==> config.mk <==
export PLATFORM = sky130hd
export DESIGN_NAME = switch_commit_controller
export DESIGN_NICKNAME = d
export VERILOG_FILES = /design/src/rtl/switch_commit_controller.sv
export SDC_FILE = /design/constraint.sdc
export NUM_CORES = 1
export LEC_CHECK = 0
export CORE_MARGIN = 5
export CORE_UTILIZATION = 40
export CTS_CLUSTER_DIAMETER = 50
export DETAILED_ROUTE_END_ITERATION = 7
export PLACE_DENSITY = 0.67
export RECOVER_POWER = 25
export REMOVE_ABC_BUFFERS = 1
export SLEW_MARGIN = 10
export SYNTH_ARGS = -nofsm -noshare
export SYNTH_HDL_FRONTEND = slang
export SYNTH_SLANG_ARGS = --single-unit
export TNS_END_PERCENT = 50
==> constraint.sdc <==
create_clock -name clk -period 2.25 [get_ports clk]
set_input_delay 0.45 -clock clk [delete_from_list [all_inputs] [get_ports clk]]
set_output_delay 0.45 -clock clk [all_outputs]
set_load 0.01 [all_outputs]
==> src/rtl/switch_commit_controller.sv <==
// switch_commit_controller
// Debounces the COMMIT button, snapshots the switch bus on one clean press,
// offers the word over valid/ready, and enforces one commit per press.
module switch_commit_controller #(
    parameter int WIDTH           = 16,
    parameter int DEBOUNCE_CYCLES = 500000
) (
    input  logic             clk,
    input  logic             rst_n,
    input  logic [WIDTH-1:0] sw_sync,
    input  logic             btn_sync,
    output logic [WIDTH-1:0] data_out,
    output logic             data_valid,
    input  logic             data_ready,
    output logic             busy,
    output logic [7:0]       commit_count
);

    localparam int CNT_W = $clog2(DEBOUNCE_CYCLES + 1);
    localparam logic [CNT_W-1:0] CNT_LAST = CNT_W'(DEBOUNCE_CYCLES - 1);

    localparam logic [1:0] ST_IDLE         = 2'd0;
    localparam logic [1:0] ST_DEBOUNCE     = 2'd1;
    localparam logic [1:0] ST_OFFER        = 2'd2;
    localparam logic [1:0] ST_WAIT_RELEASE = 2'd3;

    logic [1:0]       r_state;
    logic [CNT_W-1:0] r_cnt;
    logic [WIDTH-1:0] r_data_out;
    logic             r_data_valid;
    logic             r_busy;
    logic [7:0]       r_commit_count;

    logic [1:0]       w_state_nxt;
    logic [CNT_W-1:0] w_cnt_nxt;
    logic             w_capture;
    logic             w_accept;

    // Next-state and counter logic for the press/offer/release sequence
    always_comb begin
        w_state_nxt = r_state;
        w_cnt_nxt   = r_cnt;
        w_capture   = 1'b0;
        w_accept    = 1'b0;
        case (r_state)
            ST_IDLE: begin
                if (btn_sync) begin
                    w_state_nxt = ST_DEBOUNCE;
                    w_cnt_nxt   = '0;
                end
            end
            ST_DEBOUNCE: begin
                if (!btn_sync) begin
                    w_state_nxt = ST_IDLE;
                    w_cnt_nxt   = '0;
                end else if (r_cnt == CNT_LAST) begin
                    w_capture   = 1'b1;
                    w_state_nxt = ST_OFFER;
                end else begin
                    w_cnt_nxt = r_cnt + 1'b1;
                end
            end
            ST_OFFER: begin
                if (data_ready) begin
                    w_accept    = 1'b1;
                    w_cnt_nxt   = '0;
                    w_state_nxt = ST_WAIT_RELEASE;
                end
            end
            ST_WAIT_RELEASE: begin
                if (btn_sync) begin
                    w_cnt_nxt = '0;
                end else if (r_cnt == CNT_LAST) begin
                    w_state_nxt = ST_IDLE;
                    w_cnt_nxt   = '0;
                end else begin
                    w_cnt_nxt = r_cnt + 1'b1;
                end
            end
            default: begin
                w_state_nxt = ST_IDLE;
                w_cnt_nxt   = '0;
            end
        endcase
    end

    // Registered state, counter and all outputs; busy is registered from the next state
    always_ff @(posedge clk or negedge rst_n) begin
        if (!rst_n) begin
            r_state        <= ST_IDLE;
            r_cnt          <= '0;
            r_data_out     <= '0;
            r_data_valid   <= 1'b0;
            r_busy         <= 1'b0;
            r_commit_count <= '0;
        end else begin
            r_state <= w_state_nxt;
            r_cnt   <= w_cnt_nxt;
            r_busy  <= (w_state_nxt != ST_IDLE);
            if (w_capture) begin
                r_data_out   <= sw_sync;
                r_data_valid <= 1'b1;
            end else if (w_accept) begin
                r_data_valid <= 1'b0;
            end
            if (w_accept) begin
                r_commit_count <= r_commit_count + 8'd1;
            end
        end
    end

    assign data_out     = r_data_out;
    assign data_valid   = r_data_valid;
    assign busy         = r_busy;
    assign commit_count = r_commit_count;

endmodule
==> results of run 1 <==
worst min path at each step:
| stage | depth (start not counted) | to | startpoint |
|---|---|---|---|
| after floorplan | 0 | busy | rst_n |
| after global placement | 1 | r_cnt[8] | rst_n |
| after detailed placement | 1 | r_cnt[8] | rst_n |
| final | 1 | commit_count[2] | rst_n |
| after global routing | 1 | commit_count[3] | rst_n |
| after CTS | 1 | commit_count[2] | rst_n |
cell usage in the layout, fill, tap and decap left out, types with 2 or more instances in the layout:
master and instances:
nor3_1 2, clkbuf_8 6, inv_1 3, a41oi_1 6
dfrtp_1 47, mux2i_1 2, nor2b_1 2, buf_4 15
clkdlybuf4s50_1 44, xnor2_1 6, ha_1 2, a211oi_1 3
nand3_1 11, nand2_1 17, and3_1 7, a21oi_1 8
nor2_1 7, clkbuf_1 2, mux2_2 19, nand4_1 10
a31oi_1 14, nand2b_1 4, o21ai_0 5
report_power, final:
part | leakage, nW | total, mW | internal [mW] | switching (mW)
combinational | 0.601 | 0.267 | 0.150 | 0.117
clock | 0.0618 | 0.655 | 0.365 | 0.289
sequential | 0.639 | 0.964 | 0.893 | 0.0707
total | 1.30 | 1.88 | 1.41 | 0.477
layout make-up:
class / instances / area (um^2) / area share
clock buffer: 6 / 82.58 / 0.02793
clock inverter: 2 / 38.79 / 0.01312
inverter: 3 / 11.26 / 0.003809
multi-input combinational: 139 / 977.2 / 0.3305
sequential: 47 / 1176 / 0.3978
tap: 72 / 90.09 / 0.03047
timing repair buffer: 62 / 580.6 / 0.1964
critical path: cells and delay by family, from the launching register on:
kind | cells | cell delay, ns
buf+inv | 1 | 0.17
flops | 1 | 0.41
mux | 1 | 0.35
simple gates | 3 | 1.05
per-layer routing:
metal  up-vias  GRT usage  share of wire
li1        866          -              -
met1       850     0.1867           0.45
met2        44     0.2116           0.47
met3         8    0.03827          0.054
met4         0    0.06043          0.019
met5         -          0              0
cell families after synthesis:
logic type / count (synthesis)
multiplexers: 21
XOR/XNOR: 7
AO/OA/AOI/OAI: 42
AND/OR/NAND/NOR: 67
buffers and inverters: 10
flip-flops: 47
adder cells (fa/ha/maj): 2
metrics by stage:
stage	util	worst slack [ns]	instances
floorplan	-	-0.07614	189
global placement	0.5222	0.1095	323
detailed placement	0.5222	0.09559	323
CTS	0.5445	0.1338	331
global route	0.5436	0.06529	331
finish	0.5436	0.1456	331
sequential cells by signal, indices dropped and copies added (netlist names):
register and count:
busy 1, commit_count 8, data_out 16, data_valid 1, r_cnt 19, r_state 2
==> key figures, run 1 <==
Run status
  • Outcome: finished, final reports clean

Floorplan
  • Die Y: 84.41 um
  • Die X: 84.41 um
  • Core area: 5439 um^2
  • Starting Density: 0.4072
  • Die ar.: 7125 um^2
  • # rows: 27
  • # IOs: 46

STA
  • Min Tclk post-route: 2.104 ns
  • Max Clk Rate: 475.2 MHz
  • Setup-failing EPs final: 0
  • Fin Clk Skew: 0.006793 ns
  • Worst-margin pin slew: 1.213 ns
  • Rel. slew slack: 0.1911
  • Final Max Slew Viols: 0
  • Final hold slack: 0.3764 ns
  • Final count of hold timing violations: 0
  • Final worst-path cycle share: 0.9353
  • RSZ-0062 raised after global routing: no
  • Post-route setup TNS: 0 ns

Drt
  • WL/cell: 14.50 um
  • Via count: 1,768
  • Routed vias/inst: 5.341
  • DRC viols: 0
  • First-pass DRT Iterations: 4
  • Routed WL: 4.801 mm
  • Initial DRC Count: 97
  • Final ANT Viol Nets: 0

Synth
  • Fraction of registers with async set/reset: 1.000
  • Synth Area in Simple Gates: 0.1678
  • XOR/XNOR Fraction of Synth Area: 0.02768
  • Top cells by count, synth: dfrtp_1 (47), mux2_2 (19), nand2_1 (17)
  • Post-synth top area share: 0.5311
  • Adder-cell share of the synthesized area: 0.01130
  • Yosys warns: 0
  • Post-Syn Area per Cell: 11.30 um^2
  • Synth area leader: dfrtp_1
  • Mux contribution to synthesized area: 0.1056
  • Unique masters post-synth: 36
  • Sequential area share after synthesis: 0.5311
  • Most used standard cell by instance count after synthesis: dfrtp_1
  • Synthesized cell area: 2215 um^2
  • Largest family of logic cells by synthesized area: simple AND/OR/NAND/NOR gates
  • Post-synthesis compound-gate area fraction: 0.1288
  • Cells after Synth: 196
  • Number of flops mapped to enable cells by yosys: 0
  • Dominant synthesized flop cell: dfrtp_1
  • #FFs+latches synth: 47
  • Synth area leaders: dfrtp_1 (53%), mux2_2 (9.7%), a31oi_1 (4.0%)

Final layout
  • Design area: 2957 um^2
  • Fillers: 457
  • Nets: 280
  • Share of layout cells above drive strength 1: 0.1815
  • Area grow syn2layout: 33.50%
  • ANT cells: 0

Critical path
  • Crit Path Class: flip-flop to flip-flop
  • Origin of the worst setup path: r_cnt[7]
  • Crit start category: flip-flop
  • Slowest stage delay, CP: 0.55 ns
  • WP data required: 2.44 ns
  • Slowest cell on crit path: or4b_4
  • Worst flop-to-flop path startpoint: r_cnt[7]
  • Critical Path Sink: data_out[14]
  • Critical path peak fanout: 19
  • Crit-path cells: or4b_4 -> nor3_4 -> and4_1 -> buf_12 -> mux2_2
  • Crit path DAT: 2.30 ns
  • Critical Path Sink Type: flip-flop
  • R2R cell count: 5
  • Reg2reg end: data_out[14]
  • R2r setup slk: 0.15 ns

Job
  • Max-cap violations: 0

Global routing
  • Number of global-route vias before repair: 1,694
  • Total Routing Usage GR: 0.1392
  • First-pass GRT wire length: 8.052 mm
  • Overflow after GRT: 0
  • Initial antenna violation count: 0
  • Largest net degree at the start of global routing: 24

Placed design
  • Final GP Congestion: 0.7958
  • Buffers added on ports: 45
  • Dpl hpwl: 3.498 mm
  • Post-DP Area: 2840 um^2

CTS
  • CTS buffer count: 5
  • Hold buffers post-CTS: 0
  • Post_cts resized: 0
  • Worst-Skew Late Latency: 0.30 ns
  • Max H-tree Level: 2
  • CTS sink cnt: 47
  • CTS Root Cell: clkbuf_8
  • CTS tree: yes
  • Clock transition at the registers of the reported paths: 0.09 ns
  • Setup bufs post-CTS: 0
  • Clock Path Buffers: 2

Power and ir drop
  • Leakage power: 1.302 nW
  • Peak VDD IR: 365.1 uV
  • Total Power: 1.885 mW
  • Total power divided by cell area: 637.6 nW/um^2

Worst hold path
  • Min-Delay Path Class: input port to asynchronous set/reset pin
No activity file was read; power rests on OpenSTA's default activity.
==> run 2, diff against run 1 <==
Settings changed: CAP_MARGIN set to 25.
==> results of run 2 <==
The final DEF is identical to that of run 1; final timing and power are the same.
==> run 3, diff against run 2 <==
Settings changed: CELL_PAD_IN_SITES_DETAIL_PLACEMENT set to 0, CELL_PAD_IN_SITES_GLOBAL_PLACEMENT set to 1, CORE_UTILIZATION 40 to 36, PLACE_DENSITY 0.67 to unset, PLACE_DENSITY_LB_ADDON set to 0.1.
==> key figures, run 3 (synthesized netlist as in run 1, its figures left out) <==
Drt
  • Routed WL: 5.207 mm
  • DRC viols: 0
  • Initial DRC Count: 50
  • WL/cell: 15.59 um
  • Routed vias/inst: 5.386
  • First-pass DRT Iterations: 4
  • Via count: 1,799
  • Final ANT Viol Nets: 0

STA
  • Worst-margin pin slew: 1.228 ns
  • Setup-failing EPs final: 0
  • Final hold slack: 0.3793 ns
  • Final count of hold timing violations: 0
  • Fin Clk Skew: 0.01220 ns
  • Max Clk Rate: 475.2 MHz
  • Final Max Slew Viols: 0
  • Post-route setup TNS: 0 ns
  • Rel. slew slack: 0.1815
  • RSZ-0062 raised after global routing: no
  • Min Tclk post-route: 2.104 ns
  • Setup WS post-layout: 0.1457 ns
  • Final worst-path cycle share: 0.9352

Final layout
  • Design area: 2938 um^2
  • Fillers: 568
  • ANT cells: 0
  • Share of layout cells above drive strength 1: 0.1776
  • Final core utilization: 0.4933
  • Nets: 281
  • Largest register FFs: 19
  • Fin cells: 334
  • Area grow syn2layout: 32.66%
  • Largest Register: r_cnt
  • Most frequent cells in the layout: dfrtp_1 (47), clkdlybuf4s50_1 (44), mux2_2 (19)
  • Most common cell after layout, fill and taps aside: dfrtp_1

Global routing
  • Overflow after GRT: 0
  • Initial antenna violation count: 0
  • Largest net degree at the start of global routing: 23
  • Number of global-route vias before repair: 1,797
  • First-pass GRT wire length: 8.811 mm
  • Total Routing Usage GR: 0.1455

Critical path
  • WP data required: 2.43 ns
  • Crit Path Class: flip-flop to flip-flop
  • R2R cell count: 5
  • Crit path DAT: 2.29 ns
  • Crit start category: flip-flop
  • Critical Path Sink Type: flip-flop
  • Critical path peak fanout: 19

CTS
  • Post_cts resized: 0
  • Max H-tree Level: 2
  • CTS Root Cell: clkbuf_8
  • Worst-Skew Late Latency: 0.30 ns
  • Clock transition at the registers of the reported paths: 0.09 ns
  • CTS buffer count: 5
  • CTS sink cnt: 47
  • CTS tree: yes
  • Clock Path Buffers: 2
  • Hold buffers post-CTS: 0
  • Setup bufs post-CTS: 0

Floorplan
  • Die Y: 88.43 um
  • Die ar.: 7820 um^2
  • Core area: 5956 um^2
  • # IOs: 46
  • # rows: 28
  • Starting Density: 0.3718
  • Die X: 88.43 um

Power and ir drop
  • Leakage power: 1.292 nW
  • Pint: 1.258 mW
  • Clock share of power: 0.287
  • Total Power: 1.735 mW
  • Total power divided by cell area: 590.5 nW/um^2
  • Sequential power share: 0.558
  • Peak VDD IR: 384.6 uV
  • Comb power frac: 0.155
  • Sw Pwr: 477.2 uW
  • Switching Share: 0.2750

Placed design
  • DP Worst Slack: 0.03704 ns
  • Post-DP Area: 2864 um^2
  • Buffers added on ports: 45
  • Dpl hpwl: 3.800 mm
  • Placed insts: 327
  • Final GP Congestion: 0.7422

Job
  • Max-cap violations: 0

Run status
  • Outcome: finished, final reports clean

Worst hold path
  • Min-Delay Path Class: input port to asynchronous set/reset pin
==> run 3: changes by cell type in the layout (fill, tap and decap cells not counted), sizes merged <==
cell    before  now
bufinv       1    0
clkinv       0    2
inv          4    3
==> run 3: final timing paths <==
check / endpoint / slack, ns / start
hold / removal: r_state[1] / 0.38 / rst_n
max in group asynchronous: data_out[10] / 0.59 / rst_n
setup / recovery: data_out[15] / 0.15 / r_cnt[5]
min in group clk: r_cnt[18] / 0.49 / r_cnt[18]
hold reg to reg: r_cnt[18] / 0.49 / r_cnt[18]
setup reg to reg: data_out[15] / 0.15 / r_cnt[5]
==> run 3: layout make-up <==
type / instances / area [um^2] / share of cell area
flip-flops and latches: 47 / 1176 / 0.4003
clock inverters: 2 / 13.76 / 0.004685
clock buffers: 5 / 68.82 / 0.02342
inverters: 3 / 11.26 / 0.003833
repair buffers: 63 / 596.8 / 0.2032
well taps: 75 / 93.84 / 0.03194
multi-input cells: 139 / 977.2 / 0.3326
==> run 3: metal layers <==
metal	wire, um	up-vias	GRT usage
li1	-	866	-
met1	2470	878	0.2022
met2	2373	48	0.2237
met3	290	7	0.03724
met4	72	0	0.04533
met5	0	-	0
==> run 3: critical path: stages (launching register included) <==
cell	delay, ns
dfrtp_1	0.43
or4b_4	0.55
nor3_4	0.22
and4_1	0.26
buf_12	0.17
mux2_2	0.35
==> run 3: power by group through the flow <==
stage | Combinational [mW] | Clock, mW | Sequential [mW]
2_1_floorplan | 0.0985 | 0 | 0.984
3_3_place_gp | 0.270 | 0 | 0.983
3_5_place_dp | 0.277 | 0 | 0.985
4_1_cts | 0.278 | 0.531 | 0.968
5_1_grt | 0.296 | 0.559 | 0.978
6_report | 0.269 | 0.497 | 0.969
==> variant (config.mk and constraints of run 2) <==
`WIDTH`: 16 -> 32.
--- a/src/rtl/switch_commit_controller.sv
+++ b/src/rtl/switch_commit_controller.sv
@@ -4,3 +4,3 @@
 module switch_commit_controller #(
-    parameter int WIDTH           = 16,
+    parameter int WIDTH           = 32,
     parameter int DEBOUNCE_CYCLES = 500000
Ports: changed (resized data_out and sw_sync); port bits go from 46 to 78. The function was not compared with the original's and may differ.
==> variant against run 2 <==
Power rose by 32%; maximum frequency decreased by 1.0%; sequential cell count increased by 16; count of clock-buffer cells in the layout rose by 4; final cell count up 34%; synthesized area increased by 34%; highest routed layer unchanged; setup slack worse by 22 ps; utilization rose by 3.2 points; routed wire length rose by 37%; critical path depth grew 2; sequential share of layout area down 1.8 points; design area grew 41%.
==> variant: results (changes against run 2) <==
Placed design:
- The area of placed instances came to 3950 µm² (+39%).
- The count of buffers inserted at the top-level ports came to 77 (+71%).
- The placer congestion estimate was 0.817 (+2.6%).
- The pre-CTS worst setup slack came to -231 ps (-326 ps).
- The number of placed instances with taps included was 425 (+32%).

Global routing:
- The first-pass GRT wire length came to 10.5 mm (+31%).
- The via count of the first global-routing pass is 2149 (+27%).
- The total global-route track usage is 15.0% (+1.1 points).
- The maximum number of pins on one net before global-route repair is 38 (+58%).

Logic synthesis:
- The share of the yosys chip area belonging to registers came to 53.2% (+0.12 points).
- The instance count of the mapped netlist is 237 (+21%).
- The unique cell type count in the Yosys netlist is 39 (+8.3%).
- The compound-gate portion of the synthesized area came to 4.52% (-8.4 points).
- Sorting the synthesized cells by area gives the leading types as sky130_fd_sc_hd__dfrtp_1 (53%), sky130_fd_sc_hd__mux2_4 (15%), sky130_fd_sc_hd__xor2_1 (3.8%).

Final layout:
- The fraction of final layout cells with drive strength greater than 1 is 23.0% (+4.9 points).
- The count of filler cells inserted in the layout is 620 (+36%).
- The layout net count is 376 (+34%).
- The flip-flop count of the largest register after layout is 32 (+13).

Critical path:
- The maximum fanout along the worst path is 5 (-14).
- The count of cells along the worst register-to-register path is 7 (+2).
- The arrival time reported for the critical path endpoint is 2340 ps (+40 ps).

CTS:
- The number of H-tree levels is 3 (+1).
- The number of buffers created by CTS is 9 (+4).
- The clock slew seen by the registers of the worst setup and hold paths was 70 ps (-20 ps).

Power and ir drop:
- The internal power component came to 1.87 mW (+33%).
- The worst supply voltage drop on vdd was 0.000278 V (-24%).
- The static power due to leakage is 1.92 nW (+48%).

STA:
- The transition time at the pin with the least slew margin came to 1370 ps (+155 ps).

Run status:
- The flow ran to the end, and the final reports show no timing, DRC or antenna violations.

Detailed routing:
- The sum of routed wire length over all layers was 6.58 mm (+37%).
[variant: what timing repair did]
| item | 4_1_cts | 5_1_grt |
|---|---|---|
| endpoints found under the setup margin | 0 | 13 |
| resized for setup | 0 | 2 |
| buffers inserted | 0 | 1 |
[variant: metrics by stage]
stage          setup TNS [ps]  util [%]  power [mW]
2_1_floorplan           -6790         -        1.36
3_3_place_gp             -952      54.8        1.57
3_5_place_dp            -1860      54.8        1.57
4_1_cts                     0      57.4        2.52
5_1_grt                     0      57.6        2.60
6_report                    0      57.6        2.48
[variant: final cells by class]
| type | count | area, µm² | share of cell area [%] |
|---|---|---|---|
| Sequential cell | 63 | 1580 | 37.9 |
| Multi-Input combinational cell | 163 | 1330 | 31.9 |
| Timing Repair Buffer | 98 | 930 | 22.4 |
| Clock buffer | 10 | 128 | 3.07 |
| Tap cell | 99 | 124 | 2.98 |
| Clock inverter | 6 | 61.3 | 1.48 |
| Inverter | 3 | 11.3 | 0.271 |
[variant: path summary, 6_finish.rpt]
check | start | end | slack, ps
worst max-delay path | r_cnt[11]$_DFFE_PN0P_ | r_state[0]$_DFF_PN0_ | 120
worst min-delay path | rst_n | r_cnt[18]$_DFFE_PN0P_ | 330
worst max register to register | r_cnt[11]$_DFFE_PN0P_ | r_state[0]$_DFF_PN0_ | 120
worst min register to register | commit_count[7]$_DFFE_PN0P_ | commit_count[7]$_DFFE_PN0P_ | 470
max in group asynchronous | rst_n | data_out[14]$_DFFE_PN0P_ | 920
min in group clk | commit_count[7]$_DFFE_PN0P_ | commit_count[7]$_DFFE_PN0P_ | 470
[variant: power by group through the flow]
stage / Sequential, mW / Combinational [mW] / Clock, mW
global placement: 1.26 / 0.313 / 0
global route: 1.24 / 0.342 / 1.02
finish: 1.24 / 0.311 / 0.935
CTS: 1.24 / 0.318 / 0.970
detailed placement: 1.26 / 0.317 / 0
floorplan: 1.27 / 0.0874 / 0
[variant: worst max-delay path: stages, from the launching register on]
cell and delay [ps]:
sky130_fd_sc_hd__dfrtp_1 420, sky130_fd_sc_hd__or4_1 530, sky130_fd_sc_hd__nor3_4 180, sky130_fd_sc_hd__buf_4 180
sky130_fd_sc_hd__buf_4 130, sky130_fd_sc_hd__nand3_1 130, sky130_fd_sc_hd__a21oi_1 330, sky130_fd_sc_hd__nor3_1 100
[variant: routing by layer]
metal	up-vias	share of wire [%]	track usage, %
met5	-	0	0
met4	0	1.8	7.11
met3	13	6.4	3.67
met2	64	46	23.2
met1	1063	46	19.6
li1	1044	-	-
